## src/rtl/rf_blackwidow_wb_writer.sv

```systemverilog
// Writeback writer for the three-lane BlackWidow pipeline: canonicalizes each
// execute bundle and retires its register writes over two register-file ports.
package rf_blackwidow_pkg;
  typedef logic [63:0] Value;
endpackage

module rf_blackwidow_wb_writer
  import rf_blackwidow_pkg::*;
(
  input  logic       clk,
  input  logic       rst,
  input  logic [5:0] xRt0,
  input  logic [5:0] xRt1,
  input  logic [5:0] xRt2,
  input  logic       xrfwr0,
  input  logic       xrfwr1,
  input  logic       xrfwr2,
  input  Value       xres0,
  input  Value       xres1,
  input  Value       xres2,
  output logic       stall_o,
  output logic [5:0] wRt0,
  output logic [5:0] wRt1,
  output logic [5:0] wRt2,
  output logic       wrfwr0,
  output logic       wrfwr1,
  output logic       wrfwr2,
  output Value       wres0,
  output Value       wres1,
  output Value       wres2,
  output logic       we0,
  output logic       we1,
  output logic [5:0] wa0,
  output logic [5:0] wa1,
  output Value       wd0,
  output Value       wd1
);

  typedef enum logic {RUN, DRAIN} state_t;

  state_t state;

  logic xv0, xv1, xv2;
  logic cv0, cv1, cv2;
  logic full_bundle;

  // Highest lane wins on a shared target so the W stage matches forwarding priority.
  assign xv0 = xrfwr0 && (xRt0 != 6'd0);
  assign xv1 = xrfwr1 && (xRt1 != 6'd0);
  assign xv2 = xrfwr2 && (xRt2 != 6'd0);

  assign cv2 = xv2;
  assign cv1 = xv1 && !(xv2 && (xRt2 == xRt1));
  assign cv0 = xv0 && !(xv1 && (xRt1 == xRt0)) && !(xv2 && (xRt2 == xRt0));

  assign full_bundle = wrfwr0 && wrfwr1 && wrfwr2;
  assign stall_o     = (state == RUN) && full_bundle;

  always_ff @(posedge clk) begin
    if (rst) begin
      state  <= RUN;
      wRt0   <= '0;
      wRt1   <= '0;
      wRt2   <= '0;
      wrfwr0 <= 1'b0;
      wrfwr1 <= 1'b0;
      wrfwr2 <= 1'b0;
      wres0  <= '0;
      wres1  <= '0;
      wres2  <= '0;
    end else begin
      if (!stall_o) begin
        wRt0   <= xRt0;
        wRt1   <= xRt1;
        wRt2   <= xRt2;
        wrfwr0 <= cv0;
        wrfwr1 <= cv1;
        wrfwr2 <= cv2;
        wres0  <= xres0;
        wres1  <= xres1;
        wres2  <= xres2;
      end
      case (state)
        RUN:     if (full_bundle) state <= DRAIN;
        DRAIN:   state <= RUN;
        default: state <= RUN;
      endcase
    end
  end

  // DRAIN only ever owes lane 2; in RUN the valid lanes pack onto ports in lane order.
  always_comb begin
    we0 = 1'b0;
    wa0 = '0;
    wd0 = '0;
    we1 = 1'b0;
    wa1 = '0;
    wd1 = '0;
    if (state == DRAIN) begin
      we0 = wrfwr2;
      wa0 = wRt2;
      wd0 = wres2;
    end else if (wrfwr0) begin
      we0 = 1'b1;
      wa0 = wRt0;
      wd0 = wres0;
      if (wrfwr1) begin
        we1 = 1'b1;
        wa1 = wRt1;
        wd1 = wres1;
      end else if (wrfwr2) begin
        we1 = 1'b1;
        wa1 = wRt2;
        wd1 = wres2;
      end
    end else if (wrfwr1) begin
      we0 = 1'b1;
      wa0 = wRt1;
      wd0 = wres1;
      if (wrfwr2) begin
        we1 = 1'b1;
        wa1 = wRt2;
        wd1 = wres2;
      end
    end else if (wrfwr2) begin
      we0 = 1'b1;
      wa0 = wRt2;
      wd0 = wres2;
    end
  end

endmodule

```

## config.mk

```make
export PLATFORM = sky130hd
export DESIGN_NAME = rf_blackwidow_wb_writer
export DESIGN_NICKNAME = d
export VERILOG_FILES = /design/src/rtl/rf_blackwidow_wb_writer.sv
export SDC_FILE = /design/constraint.sdc
export NUM_CORES = 1
export LEC_CHECK = 0
export CAP_MARGIN = 20
export CORE_AREA = 5 5 222 224
export DETAILED_ROUTE_END_ITERATION = 7
export DIE_AREA = 0 0 227 229
export PLACE_DENSITY = 0.47
export SLEW_MARGIN = 20
export SYNTH_ARGS = -nofsm -noshare
export SYNTH_HDL_FRONTEND = slang
export SYNTH_SLANG_ARGS = --single-unit
```

## constraint.sdc

```tcl
create_clock -name clk -period 1.9 [get_ports clk]
set_input_delay 0.285 -clock clk [delete_from_list [all_inputs] [get_ports clk]]
set_output_delay 0.285 -clock clk [all_outputs]
set_load 0.02 [all_outputs]
```

==> metrics.log <==
[metrics] outcome: finished, violations left
[metrics] failing checks: setup timing
[metrics] number of setup violations in the final report: about 140
[metrics] critical hold path startpoint: rst
[metrics] CP cell instances: buf_6 > nor2b_4 > buf_4 > buf_12 > buf_4 > a22oi_1 > o21ai_1 > buf_4
[metrics] detailed placer's ending HPWL: 41,100 µm
[metrics] largest vdd supply drop: 0.427 mV
[metrics] gpl congestion: roughly 0.85
[metrics] Core Box Area: between 40,000 and 50,000 µm²
[metrics] Internal Dissipation: about 9300 µW
[metrics] Power per Cell Area: 672 nW/µm²
[metrics] number of cells on the worst hold path: 2
[metrics] number of routed nets with antenna violations: 0
[metrics] IO buf count: between 500 and 600
[metrics] post-route fraction of the period consumed by the critical path: 119%
[metrics] biggest cell delay along the critical path: 0.36 ns
[metrics] category of the critical setup timing path: reg2out
[metrics] Die X-Extent: between 200 and 250 µm
[metrics] Reg2Reg Setup Slack: around 0.04 ns
[metrics] GR Util met2: a little over a third
[metrics] most frequent standard cell in the layout excluding fill and tap cells: nand2_1
[metrics] synthesis-to-layout area growth: 97.7%
[metrics] Warnings, synthesis: 0
[metrics] Reg-to-Reg End: wRt1[3]
[metrics] total number of placement rows: 80
[metrics] routed vias: approximately 13,000
[metrics] total congestion overflow after global routing: 0
[metrics] CP Data Required Time: approximately 1.6 ns
[metrics] cell occurring most often along the worst timing path: buf_4
[metrics] wire length of the first global-routing pass: ~85,000 µm
[metrics] sum of negative setup slack: -42.35 ns
[metrics] I/O pin count: ~570
[metrics] path type of the worst min-delay path: in2reg
[metrics] sequential-to-total area share from yosys stat: a little over two fifths
[metrics] Fillers: between 4,000 and 5,000
[metrics] antenna violations before repair: 10
[metrics] pins over their slew limit: 0
[metrics] post-route minimum period: approximately 2.3 ns
[metrics] drt drc: 0
[metrics] largest net degree at the start of global routing: between 50 and 60
[metrics] wire length per cell after detailed routing: around 23 µm
[metrics] power share of the sequential group: between 30% and 40%
[metrics] Critical Path Sink Type: output pin
[metrics] max capacitance violation total: 0
[metrics] Netlist Area Pre-Place: 10,100 µm²
[metrics] Worst Hold Endpoint: wres0[59]
[metrics] final worst clock skew: roughly 0.021 ns
[metrics] GRT met3 Usage: just under 6%
[metrics] number of synthesized register bits: around 210
[metrics] Root Buffer: clkbuf_16
[metrics] detailed router's first-iteration violation count: between 800 and 900
[metrics] mean post-synth cell area: 7.32 µm²
[metrics] Die Y-Extent: 229 µm
[metrics] Pre-Repair DR Iteration Count: 4
[metrics] CTS Buf Count: 28
[metrics] insertion delay to the later sink of the worst-skew pair: around 0.55 ns
[metrics] hold violation count in the final report: 0
[metrics] cts hold-fix bufs: 0
[metrics] worst slew margin relative to its limit: between 60% and 70%
[metrics] Worst Slack Setup Final: -0.368 ns
[metrics] cells on worst reg2reg path: 11
[metrics] mux contribution to synthesized area: 0%
[metrics] compound-gate portion of the synthesized area: a little under a third
[metrics] CTS max path bufs: 3
[metrics] transition at the pin with the smallest max-transition slack: between 0.4 and 0.5 ns
[metrics] total design power: 13,400 µW
[metrics] global routing usage on met1: between 20% and 30%
[metrics] leading cell types in the layout, fill and taps excluded: nand2_1, clkdlybuf4s50_1, a21oi_1
[metrics] Gate power share: 23.7%
[metrics] Final nets: approximately 2,200
[metrics] fraction of the mapped netlist area in adder cells: 0%
[metrics] number of distinct standard cells referenced by the synthesized netlist: 27
[metrics] critical-path cell with the highest stage delay: dfxtp_4
[metrics] number of sinks on the clock net: 214
[metrics] pre-CTS worst setup slack: -0.318 ns
[metrics] fraction of layout instances using a drive strength above 1: between 20 and 25%
[metrics] relative contribution of the clock network to total power: between 30% and 40%
[metrics] Switching Fraction: 30.4%
[metrics] worst-path maximum fanout: 8
[metrics] clock input transition at the sequential cells of the worst setup and hold paths: ~0.06 ns
[metrics] TritonCTS clock tree: yes
[metrics] final wirelength: between 60,000 and 70,000 µm
[metrics] leakage power: 0.0102 µW
[metrics] Sequential cell area: between 4000 and 5000 µm²
[metrics] Largest delay share family, worst path: buffers and inverters
[metrics] maximum frequency from static timing analysis: about 440 MHz
[metrics] multi-input combinational cell area: about 5900 µm²
[metrics] vias in the first global route: approximately 13,000
[metrics] setup repair after global routing missed its margin: yes
[metrics] global route hottest layer: met2
[metrics] Initial Util: approximately 21%
[metrics] reg-to-reg startpoint: wrfwr0
[metrics] crit path launch type: flop
[metrics] count of buffering cells on the critical path with inverters included: 5
[metrics] detail-routed via count per cell: between 4 and 5
[metrics] post-synthesis simple-gate area fraction: approximately a fifth
[metrics] post-synthesis net count: around 1,600
[metrics] die area: about 52,000 µm²
[metrics] H-tree Lvls: 1
[metrics] xor/xnor cell area share of the yosys netlist: under 10%
[metrics] net switching component of the power: 4090 µW
[metrics] Total GRT Usage: between 20% and 30%
[metrics] dominant combinational cell family by area after synthesis: compound AO/OA/AOI/OAI gates
[metrics] gate count after technology mapping: ~1,400
[metrics] data arrival time of the worst path: just under 2 ns
-- metal layers --
metal / wire (µm) / part of all wire (%) / vias to the layer above
li1: - / - / 6084
met1: 24700 / 40 / 6334
met2: 29500 / 48 / 519
met3: 4910 / 8.0 / 111
met4: 2200 / 3.6 / 2
met5: 13 / 0.021 / -
-- what timing repair did --
action	4_1_cts	5_1_grt
setup buffers	11	19
pin swaps	11	49
hold endpoints to repair	0	0
gates resized for setup	706	361
setup endpoints to repair	289	323
cloned	8	14
-- worst max path at each step --
stage                 from  endpoint  slack, ns  depth (start not counted)
global placement    wrfwr1   wd0[61]      -0.34                          6
detailed placement  wrfwr1   wd0[40]      -0.32                          6
global route        wrfwr1   wd0[10]      -0.46                          8
floorplan           wrfwr1    wa0[1]     0.0005                          7
finish              wrfwr1   wd0[10]      -0.37                          8
CTS                 wrfwr1   wd0[40]      -0.39                          6
-- sequential cells by signal, summed over array words and instances, names as in the netlist --
name and flops:
wrfwr1 1, wres0 64, wres1 64, wres2 64, wrfwr0 1, state 1, wrfwr2 1, wRt2 6
wRt0 6, wRt1 6
-- layout make-up --
type,count,area share [%]
well taps,615,3.85
clock inverters,11,0.338
diodes,8,0.100
repair buffers,735,40.6
inverters,1,0.0563
flip-flops and latches,214,21.5
clock buffers,41,4.10
multi-input cells,1031,29.4
-- worst reg2reg max path: stages, from the launching register on --
cell	delay [ns]
dfxtp_4	0.37
buf_6	0.10
nor2b_4	0.20
buf_12	0.16
nand3_4	0.13
inv_8	0.10
buf_12	0.13
buf_4	0.11
buf_4	0.10
buf_12	0.16
nand2_1	0.07
a21oi_1	0.14
-- per-stage QoR --
step | cells | hold slack (ns) | cell area, µm² | util (%)
floorplan | 1381 | 0.425 | 10200 | -
global placement | 2545 | 0.454 | 17300 | 36.7
detailed placement | 2545 | 0.460 | 17300 | 36.7
CTS | 2616 | 0.0879 | 18400 | 39.0
global route | 2656 | 0.106 | 20000 | 42.4
finish | 2656 | 0.119 | 20000 | 42.4
-- power groups by stage --
stage / clock network, µW / logic (µW) / registers, µW
6_report: 5120 / 3180 / 5140
3_3_place_gp: 0 / 2880 / 5190
4_1_cts: 5300 / 3020 / 5100
5_1_grt: 5490 / 3360 / 5170
3_5_place_dp: 0 / 2880 / 5190
2_1_floorplan: 0 / 865 / 5370
-- Yosys cell counts, drive strengths merged --
master | n | area share, %
nand2 | 424 | 16
nand3b | 1 | 0.074
clkbuf | 68 | 2.5
a21oi | 215 | 11
xnor2 | 12 | 1.0
o21bai | 1 | 0.074
a31o | 1 | 0.087
nand3 | 1 | 0.099
o31ai | 2 | 0.20
nor2b | 3 | 0.19
inv | 1 | 0.037
and2 | 2 | 0.12
o31a | 1 | 0.087
nand4 | 3 | 0.19
nor2 | 72 | 2.7
xor2 | 7 | 0.61
nor3 | 1 | 0.049
or4 | 4 | 0.30
buf | 67 | 3.8
o21ai | 71 | 3.5
nor4 | 1 | 0.062
nor3b | 1 | 0.074
dfxtp | 214 | 42
a22oi | 208 | 15
-- logic make-up (layout without fill, tap and decap cells) --
family / count (synthesis) / after routing
and+or+nand+nor: 513 / 513
xor gates and xnor gates: 19 / 19
other: 0 / 8
DFF: 214 / 214
AOI/OAI and AO/OA: 499 / 499
buffers and inverters: 136 / 788
Note: power is estimated with default switching activity, not from simulation.
==> RTL edit: new RTL, same settings <==
Reset style: asynchronous (`rst`), changed in one clocked block.
--- a/src/rtl/rf_blackwidow_wb_writer.sv
+++ b/src/rtl/rf_blackwidow_wb_writer.sv
@@ -57,5 +57,5 @@
   assign stall_o     = (state == RUN) && full_bundle;
 
-  always_ff @(posedge clk) begin
+  always_ff @(posedge clk or posedge rst) begin
     if (rst) begin
       state  <= RUN;
Function: not settled (the Yosys comparison gave no result); the edit may change what the design does.
==> RTL edit against the unedited design <==
The flow still finishes with violations (setup timing); global-route usage is 3.0 points higher; setup slack worse by 140 ps; cell area is 19% higher; non-clock buffer count is 73 higher; synthesized area is 7.6% higher; sequential cell count stayed put; die area stayed put; routed wire length is 12% higher; critical path type unchanged.
Power is not compared: it rests on default switching activity, and its combinational part moved more than twofold at a synthesized area within 25%.
==> RTL edit: results <==
group,metric,value,unit
run_status,status,"finished with violations",
run_status,violations,"setup timing",
yosys,synth_compound_area_share,17.91,%
yosys,yosysWarnings,0,
detailed_routing,via_count,13538,
yosys,seq_area_frac_synth,49.22,%
detailed_routing,firstDrtPassIters,7,
yosys,netlist_instances,1384,
placed_design,gp_congestion,0.8459,
placed_design,hpwl,42270,microns
worst_setup_path,crit_fanout,16,
global_routing,grtUsageTotal,23.93,%
worst_hold_path,hp-class,"in -> async",
worst_setup_path,r2r_cells,12,
worst_setup_path,r2r_slack,-320,ps
worst_setup_path,crit_arrival,2130,ps
worst_setup_path,max_stage_delay,470,ps
sta,finalSetupViolCount,361,
yosys,synth-xor-area-share,1.530,%
worst_setup_path,worstSetupStartpoint,"wrfwr1$_DFFE_PP0N_",
yosys,synth.distinct_cells,26,
yosys,synthTopCellsByArea,"dfrtp_1 49%, nand2_1 22%, a22oi_1 13%, o21ai_0 3.3%, buf_2 2.9%",
placed_design,place_worst_setup_slack,-544.6,ps
yosys,synth_nets,1599,
sta,tightest_slew,503.7,ps
yosys,synth-async-reset-ratio,100.0,%
detailed_routing,drt-total-wl,68910,microns
finish,final_cells,2760,
worst_setup_path,critPathCapture,"wd0[57]",
worst_setup_path,rr_startpoint,"state$_DFF_PP0_",
global_routing,grt_max_degree,46,
placed_design,placed_cells,2569,
sta,fin_ws,-512.5,ps
yosys,yosys_most_used_dff,"dfrtp_1",
global_routing,antenna_found_initial,16,
worst_setup_path,crit_slowest_cell,"dfrtp_2",
yosys,netlist_top_cells_count,"652 x nand2_1, 214 x dfrtp_1, 190 x a22oi_1, 72 x o21ai_0, 71 x nor2_1",
finish,design_area,23860,sq um
[RTL edit: repair_timing]
| action | CTS | global route |
|---|---|---|
| endpoints found under the setup margin | 446 | 374 |
| gates cloned | 42 | 26 |
| buffers inserted | 46 | 35 |
| resized for setup | 983 | 684 |
| pin swaps | 214 | 320 |
[RTL edit: worst min-delay path by stage]
| stage | start | endpoint | slack (ps) | depth (start not counted) |
|---|---|---|---|---|
| 3_5_place_dp | wres0[5]$_DFFE_PP0N_ | wres0[5]$_DFFE_PP0N_ | 490 | 2 |
| 2_1_floorplan | xres2[53] | wres2[53]$_DFFE_PP0N_ | 400 | 2 |
| 6_report | rst | wres0[55]$_DFFE_PP0N_ | 150 | 3 |
| 5_1_grt | rst | wres0[55]$_DFFE_PP0N_ | 140 | 3 |
| 4_1_cts | rst | wres0[55]$_DFFE_PP0N_ | 100 | 3 |
| 3_3_place_gp | wres0[4]$_DFFE_PP0N_ | wres0[4]$_DFFE_PP0N_ | 480 | 2 |
[RTL edit: worst min-delay path: stages]
cell and delay (ps):
clkdlybuf4s50_1 460, clkinvlp_4 140, buf_12 160
[RTL edit: final cells by class]
type / count / area [sq um]
clock inverter: 11 / 112.6
antenna: 14 / 35.03
sequential: 214 / 5364
clock buffer: 40 / 857.1
tap: 615 / 769.5
timing repair buffer: 808 / 9330
multi-input combinational: 1055 / 7346
timing repair inverter: 1 / 16.27
inverter: 2 / 27.53
fill: 4458 / 23290
[RTL edit: kinds of logic (layout without fill, tap and decap cells)]
family | count (synthesis) | in the layout
AND/OR/NAND/NOR | 748 | 748
AO/OA/AOI/OAI | 288 | 288
buffers and inverters | 115 | 862
other | 0 | 14
XOR/XNOR | 19 | 19
flip-flops | 214 | 214
[RTL edit: routing by layer]
metal  share of wire [%]  track usage (%)
met5               0.057                0
met3                 6.7            5.289
met4                 3.4            7.830
met1                  41            30.53
met2                  49            40.23
[RTL edit: power breakdown]
group	internal (mW)	switching, mW	total, mW
clock network	3.38	2.21	5.60
registers	5.13	0.904	6.03
logic	4.74	5.35	10.1
[RTL edit: stage by stage]
step / hold slack, ps / utilization (%) / TNS [ps]
global route: 136.6 / 50.60 / -141740
CTS: 104.4 / 45.67 / -119250
detailed placement: 486.7 / 39.04 / -36910
floorplan: 397.4 / - / -250200
finish: 146.1 / 50.61 / -114860
global placement: 481.7 / 39.04 / -36400
